===== config.mk =====
export PLATFORM = sky130hd
export DESIGN_NAME = count_compare
export DESIGN_NICKNAME = d
export VERILOG_FILES = /design/src/rtl/count_compare.sv
export SDC_FILE = /design/constraint.sdc
export NUM_CORES = 1
export LEC_CHECK = 0
export BUFFER_PORTS_ARGS = -buffer_cell sky130_fd_sc_hd__buf_2
export CAP_MARGIN = 20
export CORE_AREA = 2 2 102 104
export DETAILED_ROUTE_END_ITERATION = 7
export DIE_AREA = 0 0 104 106
export MAX_ROUTING_LAYER = met4
export PLACE_DENSITY = 0.67
export SYNTH_ARGS = -nofsm -noshare
export SYNTH_HDL_FRONTEND = slang
export SYNTH_SLANG_ARGS = --single-unit
export TNS_END_PERCENT = 30

===== constraint.sdc =====
create_clock -name clk -period 2.56 [get_ports clk]
set_clock_uncertainty 0.05 [all_clocks]
set_input_delay 0.64 -clock clk [delete_from_list [all_inputs] [get_ports clk]]
set_output_delay 0.64 -clock clk [all_outputs]
set_load 0.05 [all_outputs]

===== src/rtl/count_compare.sv =====
// Pairs samples from a reference-counter stream (a) and an observed-counter stream (b),
// compares each pair bitwise and keeps match/mismatch statistics over NUM_TESTS pairs per run.
module count_compare #(
  parameter int NUM_TESTS = 100,
  parameter int WIDTH     = 8
) (
  input  logic             clk,
  input  logic             rst_n,
  input  logic             start,
  input  logic             a_valid,
  output logic             a_ready,
  input  logic [WIDTH-1:0] a_data,
  input  logic             b_valid,
  output logic             b_ready,
  input  logic [WIDTH-1:0] b_data,
  output logic [15:0]      match_cnt,
  output logic [15:0]      mismatch_cnt,
  output logic             error,
  output logic [15:0]      first_err_idx,
  output logic             done,
  output logic [1:0]       o_dbg_state
);

  // Handshake: a word moves on a rising edge where valid and ready are both 1;
  // ready never depends on valid, and a source keeps valid/data stable until taken.
  typedef enum logic [1:0] {
    ST_IDLE = 2'd0,
    ST_RUN  = 2'd1,
    ST_DONE = 2'd2
  } state_t;

  localparam logic [16:0] LP_NUM = 17'(NUM_TESTS);

  state_t           r_state;
  state_t           w_state_nxt;
  logic             r_a_full;
  logic             r_b_full;
  logic [WIDTH-1:0] r_a_data;
  logic [WIDTH-1:0] r_b_data;
  logic [15:0]      r_idx;
  logic [15:0]      r_match_cnt;
  logic [15:0]      r_mismatch_cnt;
  logic             r_error;
  logic [15:0]      r_first_err_idx;
  logic             r_done;

  logic             w_run;
  logic             w_pair_fire;
  logic             w_a_ready;
  logic             w_b_ready;
  logic             w_a_acc;
  logic             w_b_acc;
  logic             w_start_run;
  logic             w_equal;
  logic [16:0]      w_idx_inc;
  logic             w_last;

  assign w_run       = (r_state == ST_RUN);
  assign w_pair_fire = w_run & r_a_full & r_b_full;
  // A holding slot may reload in the same cycle its pair is consumed.
  assign w_a_ready   = w_run & (~r_a_full | w_pair_fire);
  assign w_b_ready   = w_run & (~r_b_full | w_pair_fire);
  assign w_a_acc     = a_valid & w_a_ready;
  assign w_b_acc     = b_valid & w_b_ready;
  assign w_start_run = start & (r_state != ST_RUN);
  assign w_equal     = (r_a_data == r_b_data);
  assign w_idx_inc   = {1'b0, r_idx} + 17'd1;
  assign w_last      = (w_idx_inc == LP_NUM);

  always_ff @(posedge clk or negedge rst_n) begin
    if (!rst_n) begin
      r_state <= ST_IDLE;
    end else begin
      r_state <= w_state_nxt;
    end
  end

  always_comb begin
    w_state_nxt = r_state;
    case (r_state)
      ST_IDLE: if (start) w_state_nxt = ST_RUN;
      ST_RUN:  if (w_pair_fire && w_last) w_state_nxt = ST_DONE;
      ST_DONE: if (start) w_state_nxt = ST_RUN;
      default: w_state_nxt = ST_IDLE;
    endcase
  end

  always_ff @(posedge clk or negedge rst_n) begin
    if (!rst_n) begin
      r_a_full        <= 1'b0;
      r_b_full        <= 1'b0;
      r_a_data        <= '0;
      r_b_data        <= '0;
      r_idx           <= '0;
      r_match_cnt     <= '0;
      r_mismatch_cnt  <= '0;
      r_error         <= 1'b0;
      r_first_err_idx <= '0;
      r_done          <= 1'b0;
    end else if (w_start_run) begin
      r_a_full        <= 1'b0;
      r_b_full        <= 1'b0;
      r_idx           <= '0;
      r_match_cnt     <= '0;
      r_mismatch_cnt  <= '0;
      r_error         <= 1'b0;
      r_first_err_idx <= '0;
      r_done          <= 1'b0;
    end else begin
      if (w_a_acc) begin
        r_a_full <= 1'b1;
        r_a_data <= a_data;
      end else if (w_pair_fire) begin
        r_a_full <= 1'b0;
      end
      if (w_b_acc) begin
        r_b_full <= 1'b1;
        r_b_data <= b_data;
      end else if (w_pair_fire) begin
        r_b_full <= 1'b0;
      end
      if (w_pair_fire) begin
        r_idx <= w_idx_inc[15:0];
        if (w_equal) begin
          if (r_match_cnt != 16'hFFFF) r_match_cnt <= r_match_cnt + 16'd1;
        end else begin
          if (r_mismatch_cnt != 16'hFFFF) r_mismatch_cnt <= r_mismatch_cnt + 16'd1;
          // Only the first mismatch of a run records its index.
          if (!r_error) begin
            r_error         <= 1'b1;
            r_first_err_idx <= r_idx;
          end
        end
        if (w_last) r_done <= 1'b1;
      end
    end
  end

  assign a_ready       = w_a_ready;
  assign b_ready       = w_b_ready;
  assign match_cnt     = r_match_cnt;
  assign mismatch_cnt  = r_mismatch_cnt;
  assign error         = r_error;
  assign first_err_idx = r_first_err_idx;
  assign done          = r_done;
  // 0 = IDLE, 1 = RUN, 2 = DONE
  assign o_dbg_state   = r_state;

endmodule


==> results of run 1 <==
path summary, 6_finish.rpt:
kind | to | depth (start not counted) | from | slack [ns]
max | match_cnt[7]$_DFFE_PN0P_ | 6 | r_b_data[5]$_DFFE_PN0P_ | 0.33
min | mismatch_cnt[5]$_DFFE_PN0P_ | 1 | rst_n | 0.24
max reg2reg | match_cnt[7]$_DFFE_PN0P_ | 6 | r_b_data[5]$_DFFE_PN0P_ | 0.33
min reg2reg | done$_DFFE_PN0P_ | 1 | done$_DFFE_PN0P_ | 0.46
max in group asynchronous | r_idx[4]$_DFFE_PN0P_ | 2 | rst_n | 1.62
min in group clk | done$_DFFE_PN0P_ | 1 | done$_DFFE_PN0P_ | 0.46
per-layer routing:
| metal | part of all wire | global-route usage | wire, µm |
|---|---|---|---|
| met5 | 0 | - | 0 |
| met1 | 0.46 | 0.2579 | 4542 |
| met2 | 0.48 | 0.2951 | 4775 |
| met4 | 0.019 | 0.07529 | 189 |
| met3 | 0.042 | 0.03372 | 419 |
area by class of cell:
type / instances / area (µm²)
Clock buffer: 9 / 123.9
Clock inverter: 7 / 72.57
Fill cell: 933 / 4873
Inverter: 5 / 18.77
Multi-Input combinational cell: 321 / 2098
Sequential cell: 86 / 2152
Tap cell: 136 / 170.2
Timing Repair Buffer: 88 / 490.5
through the flow:
step | setup slack, ns | instances | hold slack [ns] | TNS, ns | total power [W]
6_report | 0.3317 | 652 | 0.2391 | 0 | 0.006148
5_1_grt | 0.1527 | 652 | 0.2729 | 0 | 0.006553
4_1_cts | 0.3374 | 652 | 0.2531 | 0 | 0.006189
3_5_place_dp | 0.3678 | 636 | 0.4430 | 0 | 0.005203
3_3_place_gp | 0.4186 | 636 | 0.4274 | 0 | 0.005126
2_1_floorplan | -0.01585 | 435 | 0.2944 | -0.2534 | 0.004466
state kept, by name, indices dropped and copies added (netlist names), 2 cells and up:
name	count
o_dbg_state	2
r_idx	16
first_err_idx	16
r_b_data	8
match_cnt	16
r_a_data	8
mismatch_cnt	16
cell families after synthesis:
family / count (synthesis) / share of synthesized area
AO/OA/AOI/OAI: 56 / 0.07813
multiplexers: 31 / 0.07528
adder cells (fa/ha/maj): 4 / 0.01141
flip-flops: 86 / 0.4904
buffers and inverters: 28 / 0.03136
XOR/XNOR: 37 / 0.07385
AND/OR/NAND/NOR: 193 / 0.2395
worst reg2reg max path: stages (launching register included):
cell,delay [ns]
dfrtp_1,0.39
xor2_1,0.17
nor4_2,0.40
nand3_1,0.35
nor2_1,0.41
a31oi_1,0.14
a41o_1,0.21
where the power goes:
| part | switching [W] | internal, W | leakage [nW] |
|---|---|---|---|
| combinational | 0.00199 | 0.000925 | 1.10 |
| sequential | 0.000473 | 0.00178 | 0.930 |
| clock | 0.000517 | 0.000455 | 0.0960 |
synth_stat cells (6+ instances only):
master and instances:
dfrtp_1 86, nor3_2 6, o21ai_1 8, and2_1 6
nor2_1 57, and4_1 6, nand4_1 17, clkbuf_1 13
and3_1 15, xor2_1 20, nand2_1 43, a21oi_1 9
o31ai_1 6, nand3_1 18, o21ai_0 19, mux2_2 16
mux2i_1 15, xnor2_1 17
==> impl_metrics.ini, run 1 <==
[clock_tree]
cts_buffer_depth = 2
cts_setup_buffers = 0
cts.clk_slew.worst_paths_ns = 0.09
cts_tree = built
h-tree-depth = 3
clk_latency_ns = 0.35
clkSinkCount = 86
postCtsHoldBufs = 0
numCtsBuffers = 9
ctsResizeCount = 0
clock-root-buffer = clkbuf_8

[finish]
syn_to_final_growth_pct = 16.82
final_common_cell = dfrtp_1
drive_above_1_share = 0.2655
layout_common_cells = dfrtp_1 (86), buf_2 (73), nor2_1 (57)
antenna_cells = 0
fin_util = 0.5126
stdcell_area_um2 = 5126
nets = 536

[yosys]
synth_area_leader_cell = dfrtp_1
synth_area_leaders = dfrtp_1 (49%), nor2_1 (4.9%), mux2_2 (4.1%), xor2_1 (4.0%), nand2_1 (3.7%)
yosysUniqueCellTypes = 53
syn_nets = 460
async_reset_ff_frac = 1.000
synth_ff_type = dfrtp_1
yosysWarnings = 0
yosysSeqAreaShare = 0.4904
syn_avg_cell_area_um2 = 10.09
synth_top_cell_area_share = 0.4904
syn_inst = 435
syn_area_um2 = 4388
ys_seq_elements = 86
synth_edf_count = 0

[worst_setup_path]
required_ns = 2.75
critPathLaunchType = register
crit_path_max_incr_delay_ns = 0.41
cp_max_fo = 8
crit_buf_inv = 0
crit_family = simple AND/OR/NAND/NOR gates
crit_slowest_cell = nor2_1
crit_chain = xor2_1, nor4_2, nand3_1, nor2_1, a31oi_1, a41o_1
arrival_ns = 2.42
crit_type = reg -> reg
crit_path_end_kind = register

[floorplanning]
start_util = 0.4388
num_rows = 37
core_area_um2 = 10000
fp.dieH_um = 106
io_pins = 75
fp.dieW_um = 104
design.die.area_um2 = 11020

[global_route]
grtUsageTotal = 0.1929
antenna_found_initial = 0
grt_max_degree = 45
gr-total-overflow = 0
grt_pass1_vias = 3422
grt_pass1_wl_um = 16880

[detailed_routing]
drt_first_pass_iters = 4
wl_per_cell_um = 15.22
postRouteAntennaNets = 0
dr.first_iter.drc_count = 177
wl_um = 9926
route.detailed.drc = 0
vias = 3512
drt-vias-per-instance = 5.387

[status]
status = finished clean

[timing]
min_period_over_period = 0.8704
drv_slew = 0
rsz0062_at_grt = no
period_needed_ns = 2.228
hold_viol = 0
worst_pin_slew_ns = 0.6019
max_freq_mhz = 448.8
max_slew_margin = 0.5987
finalSetupViolations = 0

[placement]
io_buffers = 74
postPlaceCellArea_um2 = 4930
hpwl_um = 6946
gp_congestion = 0.8915

[pwr]
leakage_nw = 2.123
power_density_nw_per_um2 = 1199
vdd_ir_drop_max_v = 0.0006572

[worst_hold_path]
hp-class = in -> async

[run]
maxCapViolCount = 0
Note: power is estimated with default switching activity, not from simulation.
==> inputs of run 2 (changes only) <==
Settings changed: PLACE_DENSITY 0.67 to 0.7.
Clock period 2.56 ns to 2 ns, I/O delays scaled along.
==> run 2 against run 1 <==
  * The run now ends with setup timing left
  * Highest routed layer unchanged
  * Wire length rose by 2.0%
  * Global-route usage rose by 0.097 points
  * Largest power group unchanged
  * Sequential power rose by 22%
  * Count of clock-buffer cells in the layout rose by 4
  * Hold slack got worse by 0.23 ns
  * Via count rose by 4.6%
  * Critical endpoint is now o_dbg_state[0]$_DFFE_PN0P_
  * Core utilization rose by 3.4 points
==> impl_metrics.ini, run 2 (synthesis gave the netlist of run 1 again) <==
[status]
violations = setup timing
status = complete, but fails checks

[clock_tree]
h-tree-depth = 3
cts.clk_slew.worst_paths_ns = 0.09
cts_buffer_depth = 2
numCtsBuffers = 9
clkSinkCount = 86
cts_tree = built
clk_latency_ns = 0.36
clock-root-buffer = clkbuf_8

[worst_setup_path]
critPathLaunchType = register
crit_type = reg -> reg
cp_max_fo = 5
crit_path_end_kind = register
required_ns = 2.19
arrival_ns = 2.21

[floorplanning]
io_pins = 75
fp.dieW_um = 104
core_area_um2 = 10000
fp.dieH_um = 106
num_rows = 37
start_util = 0.4388
design.die.area_um2 = 11020

[timing]
finalSetupViolations = 3
max_freq_mhz = 494.6
rsz0062_at_grt = yes
min_period_over_period = 1.011
max_slew_margin = 0.5894
worst_slack_ns = -0.02193
tns_ns = -0.03672
period_needed_ns = 2.022
drv_slew = 0
hold_viol = 0
worst_pin_slew_ns = 0.6152

[detailed_routing]
drt_first_pass_iters = 5
route.detailed.drc = 0
vias = 3674
postRouteAntennaNets = 0
wl_per_cell_um = 14.76
dr.first_iter.drc_count = 181
drt-vias-per-instance = 5.356
wl_um = 10120

[worst_hold_path]
hp-class = in -> async

[placement]
gp_congestion = 0.8844
io_buffers = 74
hpwl_um = 7304
dp_slack_ns = -0.02943

[finish]
register_area_um2 = 2160
drive_above_1_share = 0.3473
fin_util = 0.5468
final_common_cell = dfrtp_1
nets = 570
multi_input_area_um2 = 2186
fillers = 930
syn_to_final_growth_pct = 24.61
layout_common_cells = dfrtp_1 (80), buf_2 (71), nor2_1 (55)
antenna_cells = 0

[run]
maxCapViolCount = 0

[pwr]
swShare = 0.4765
combPwrFrac = 0.525
power_switching_w = 0.003897
clkPwrFrac = 0.137
leakage_nw = 2.290
power_density_nw_per_um2 = 1496
p_int_w = 0.004281
p_seq_frac = 0.338
vdd_ir_drop_max_v = 0.0008363

[global_route]
grtUsageTotal = 0.1938
grt_pass1_vias = 3524
antenna_found_initial = 0
gr-total-overflow = 0
grt_max_degree = 42
grt_pass1_wl_um = 16840
## run 2: final timing paths
| check | from | to | slack (ns) | cells after the start |
|---|---|---|---|---|
| max in group asynchronous | rst_n | r_idx[10]$_DFFE_PN0P_ | 1.20 | 2 |
| setup reg to reg | r_idx[0]$_DFFE_PN0P_ | o_dbg_state[0]$_DFFE_PN0P_ | -0.02 | 7 |
| setup / recovery | r_idx[0]$_DFFE_PN0P_ | o_dbg_state[0]$_DFFE_PN0P_ | -0.02 | 7 |
| min in group clk | b_data[2] | r_b_data[2]$_DFFE_PN0P_ | 0.32 | 2 |
| hold / removal | rst_n | mismatch_cnt[3]$_DFFE_PN0P_ | 0.01 | 1 |
| hold reg to reg | done$_DFFE_PN0P_ | done$_DFFE_PN0P_ | 0.45 | 1 |
## run 2: worst max-delay path: stages (launching register included)
cell and delay [ns]:
dfrtp_1 0.39, ha_2 0.20, and4_4 0.16, and3_4 0.18, or3_1 0.30, a32o_2 0.29
nor4_4 0.22, o31ai_1 0.11
## run 2: power by group through the flow
stage | Clock [W] | Sequential (W) | Combinational [W]
5_1_grt | 0.00123 | 0.00284 | 0.00464
4_1_cts | 0.00116 | 0.00275 | 0.00424
2_1_floorplan | 0 | 0.00394 | 0.00181
3_3_place_gp | 0 | 0.00275 | 0.00411
3_5_place_dp | 0 | 0.00279 | 0.00418
6_report | 0.00112 | 0.00276 | 0.00430
## run 2: what timing repair did
item	in CTS	in global routing
setup buffers	0	0
gates resized for setup	4	12
setup endpoints to repair	11	49
cloned	0	1
pin swaps	0	4
hold buffers	0	0
## run 2: metal layers
metal  global-route usage  vias up  share of wire
li1                     -     1767              -
met5                    -        -              0
met1               0.2451     1793           0.44
met4              0.06371        0          0.016
met2               0.3163      102           0.49
met3              0.03740       12          0.051
## run 2: layout make-up
| class | count | share of cell area |
|---|---|---|
| multi-input cells | 322 | 0.3998 |
| flip-flops and latches | 86 | 0.3950 |
| repair buffers | 121 | 0.1382 |
| well taps | 136 | 0.03112 |
| clock buffers | 13 | 0.02906 |
| clock inverters | 3 | 0.003432 |
| inverters | 5 | 0.003432 |
## run 2: per-stage QoR
stage / hold WS (ns) / area (µm²) / std cells / power (W)
3_3_place_gp: 0.3977 / 5216 / 669 / 0.006863
4_1_cts: 0.006445 / 5414 / 685 / 0.008155
2_1_floorplan: 0.1544 / 4415 / 435 / 0.005750
6_report: 0.01002 / 5468 / 686 / 0.008178
3_5_place_dp: 0.3998 / 5216 / 669 / 0.006968
5_1_grt: 0.02472 / 5468 / 686 / 0.008712
==> inputs of run 3 (changes only) <==
Settings changed: CORE_AREA 2 2 102 104 to 2 2 108 110, DIE_AREA 0 0 104 106 to 0 0 110 112, PLACE_DENSITY 0.7 to 0.64.
==> run 3 against run 2 <==
  * Highest routed layer unchanged
  * Hold slack improved by 0.039 ns
  * Setup slack improved by 0.048 ns
  * Combinational power rose by 2%
  * Power rose by 8.6%
  * Cell area rose by 5.4%
  * Flip-flop and latch count did not move
  * Final cell count rose by 2.8%
  * Sequential share of layout area fell by 2.0 points
  * Core utilization fell by 3.1 points
  * Critical path type unchanged
  * Fmax rose by 2.4%
  * The flow now finishes without violations
==> impl_metrics.ini, run 3 (synthesis gave the netlist of run 1 again) <==
[status]
status = finished clean

[worst_setup_path]
cp_max_fo = 8
crit_family = simple AND/OR/NAND/NOR gates
required_ns = 2.17
crit_path_end_kind = register
crit_type = reg -> reg
crit_buf_inv = 0
arrival_ns = 2.14
crit_path_max_incr_delay_ns = 0.38
crit_slowest_cell = dfrtp_1
critPathLaunchType = register
crit_chain = ha_2, and4_4, and3_4, or3_1, a32o_2, nor4_4, o31ai_1

[floorplanning]
fp.dieH_um = 112
core_area_um2 = 11170
num_rows = 39
fp.dieW_um = 110
io_pins = 75
start_util = 0.3927
design.die.area_um2 = 12320

[pwr]
swShare = 0.4552
leakage_nw = 2.430
clkPwrFrac = 0.195
p_int_w = 0.004836
power_density_nw_per_um2 = 1540
vdd_ir_drop_max_v = 0.0007226
combPwrFrac = 0.493
power_switching_w = 0.004041
p_seq_frac = 0.312

[clock_tree]
cts_tree = built
cts_buffer_depth = 2
postCtsHoldBufs = 0
h-tree-depth = 3
clock-root-buffer = clkbuf_16
clkSinkCount = 86
clk_latency_ns = 0.34
numCtsBuffers = 9
cts.clk_slew.worst_paths_ns = 0.07

[finish]
layout_common_cells = dfrtp_1 (80), buf_2 (71), nor2_1 (56)
finalNonFillerCells = 705
syn_to_final_growth_pct = 31.37
drive_above_1_share = 0.3648
final_common_cell = dfrtp_1
antenna_cells = 0
nets = 582
fin_util = 0.5158
stdcell_area_um2 = 5764

[detailed_routing]
drt-vias-per-instance = 5.274
vias = 3718
dr.first_iter.drc_count = 209
route.detailed.drc = 0
wl_um = 10750
drt_first_pass_iters = 4
wl_per_cell_um = 15.24
postRouteAntennaNets = 0

[placement]
hpwl_um = 7502
dp_slack_ns = -0.1137
gp_congestion = 0.8356
io_buffers = 74
dp_cells = 678
postPlaceCellArea_um2 = 5253

[timing]
hold_viol = 0
max_freq_mhz = 506.5
worst_pin_slew_ns = 0.6518
period_needed_ns = 1.974
max_slew_margin = 0.5650
finalSetupViolations = 0
worst_slack_ns = 0.02568
drv_slew = 0
rsz0062_at_grt = yes
min_period_over_period = 0.9872

[global_route]
gr-total-overflow = 0
grt_max_degree = 42
grtUsageTotal = 0.1860
antenna_found_initial = 0
grt_pass1_wl_um = 17460
grt_pass1_vias = 3559

[run]
maxCapViolCount = 0

[worst_hold_path]
hp-class = in -> async
[run 3: cell types whose count changed in the layout (fill, tap and decap cells not counted), moves of 5 or more]
cell | before | now
buf_6 | 0 | 5
clkbuf_16 | 0 | 11
buf_4 | 46 | 53
clkbuf_8 | 11 | 1
[run 3: what timing repair did]
item                                    CTS  global route
gates cloned                              0             2
endpoints found under the setup margin    7            38
buffers inserted                          0             9
pin swaps                                 0             7
resized for setup                         4            20
[run 3: area by class of cell]
cell class                      instances  area [µm²]
Fill cell                            1001        5410
Multi-Input combinational cell        321        2181
Sequential cell                        86        2160
Timing Repair Buffer                  134       919.6
Clock buffer                           10       239.0
Tap cell                              143       178.9
Clock inverter                          6       67.56
Inverter                                5       18.77
[run 3: power groups by stage]
stage / clock, W / sequential [W] / combinational, W
final: 0.00173 / 0.00277 / 0.00438
after CTS: 0.00176 / 0.00276 / 0.00422
after floorplan: 0 / 0.00394 / 0.00181
after global placement: 0 / 0.00276 / 0.00411
after global routing: 0.00185 / 0.00285 / 0.00473
after detailed placement: 0 / 0.00279 / 0.00419
[run 3: worst paths after layout]
check,endpoint,slack (ns),from,cells after the start
worst min-delay path,mismatch_cnt[3]$_DFFE_PN0P_,0.05,rst_n,1
worst max-delay path,o_dbg_state[0]$_DFFE_PN0P_,0.03,r_idx[0]$_DFFE_PN0P_,7
max in group asynchronous,r_idx[4]$_DFFE_PN0P_,1.21,rst_n,2
min in group clk,r_b_data[5]$_DFFE_PN0P_,0.34,b_data[5],2
worst max register to register,o_dbg_state[0]$_DFFE_PN0P_,0.03,r_idx[0]$_DFFE_PN0P_,7
worst min register to register,done$_DFFE_PN0P_,0.44,done$_DFFE_PN0P_,1
[run 3: stage by stage]
stage,setup TNS (ns),power [W],hold WS [ns]
2_1_floorplan,-6.827,0.005750,0.1544
3_3_place_gp,0,0.006871,0.4269
3_5_place_dp,-0.3760,0.006983,0.4307
4_1_cts,-0.02366,0.008744,0.07043
5_1_grt,-0.2709,0.009424,0.07303
6_report,0,0.008877,0.04937
[run 3: per-layer routing]
layer	vias up	routed length, µm	GRT usage
met5	-	0	-
met4	0	207	0.08017
met3	15	425	0.02752
met2	83	5170	0.2781
met1	1835	4942	0.2500
li1	1785	-	-
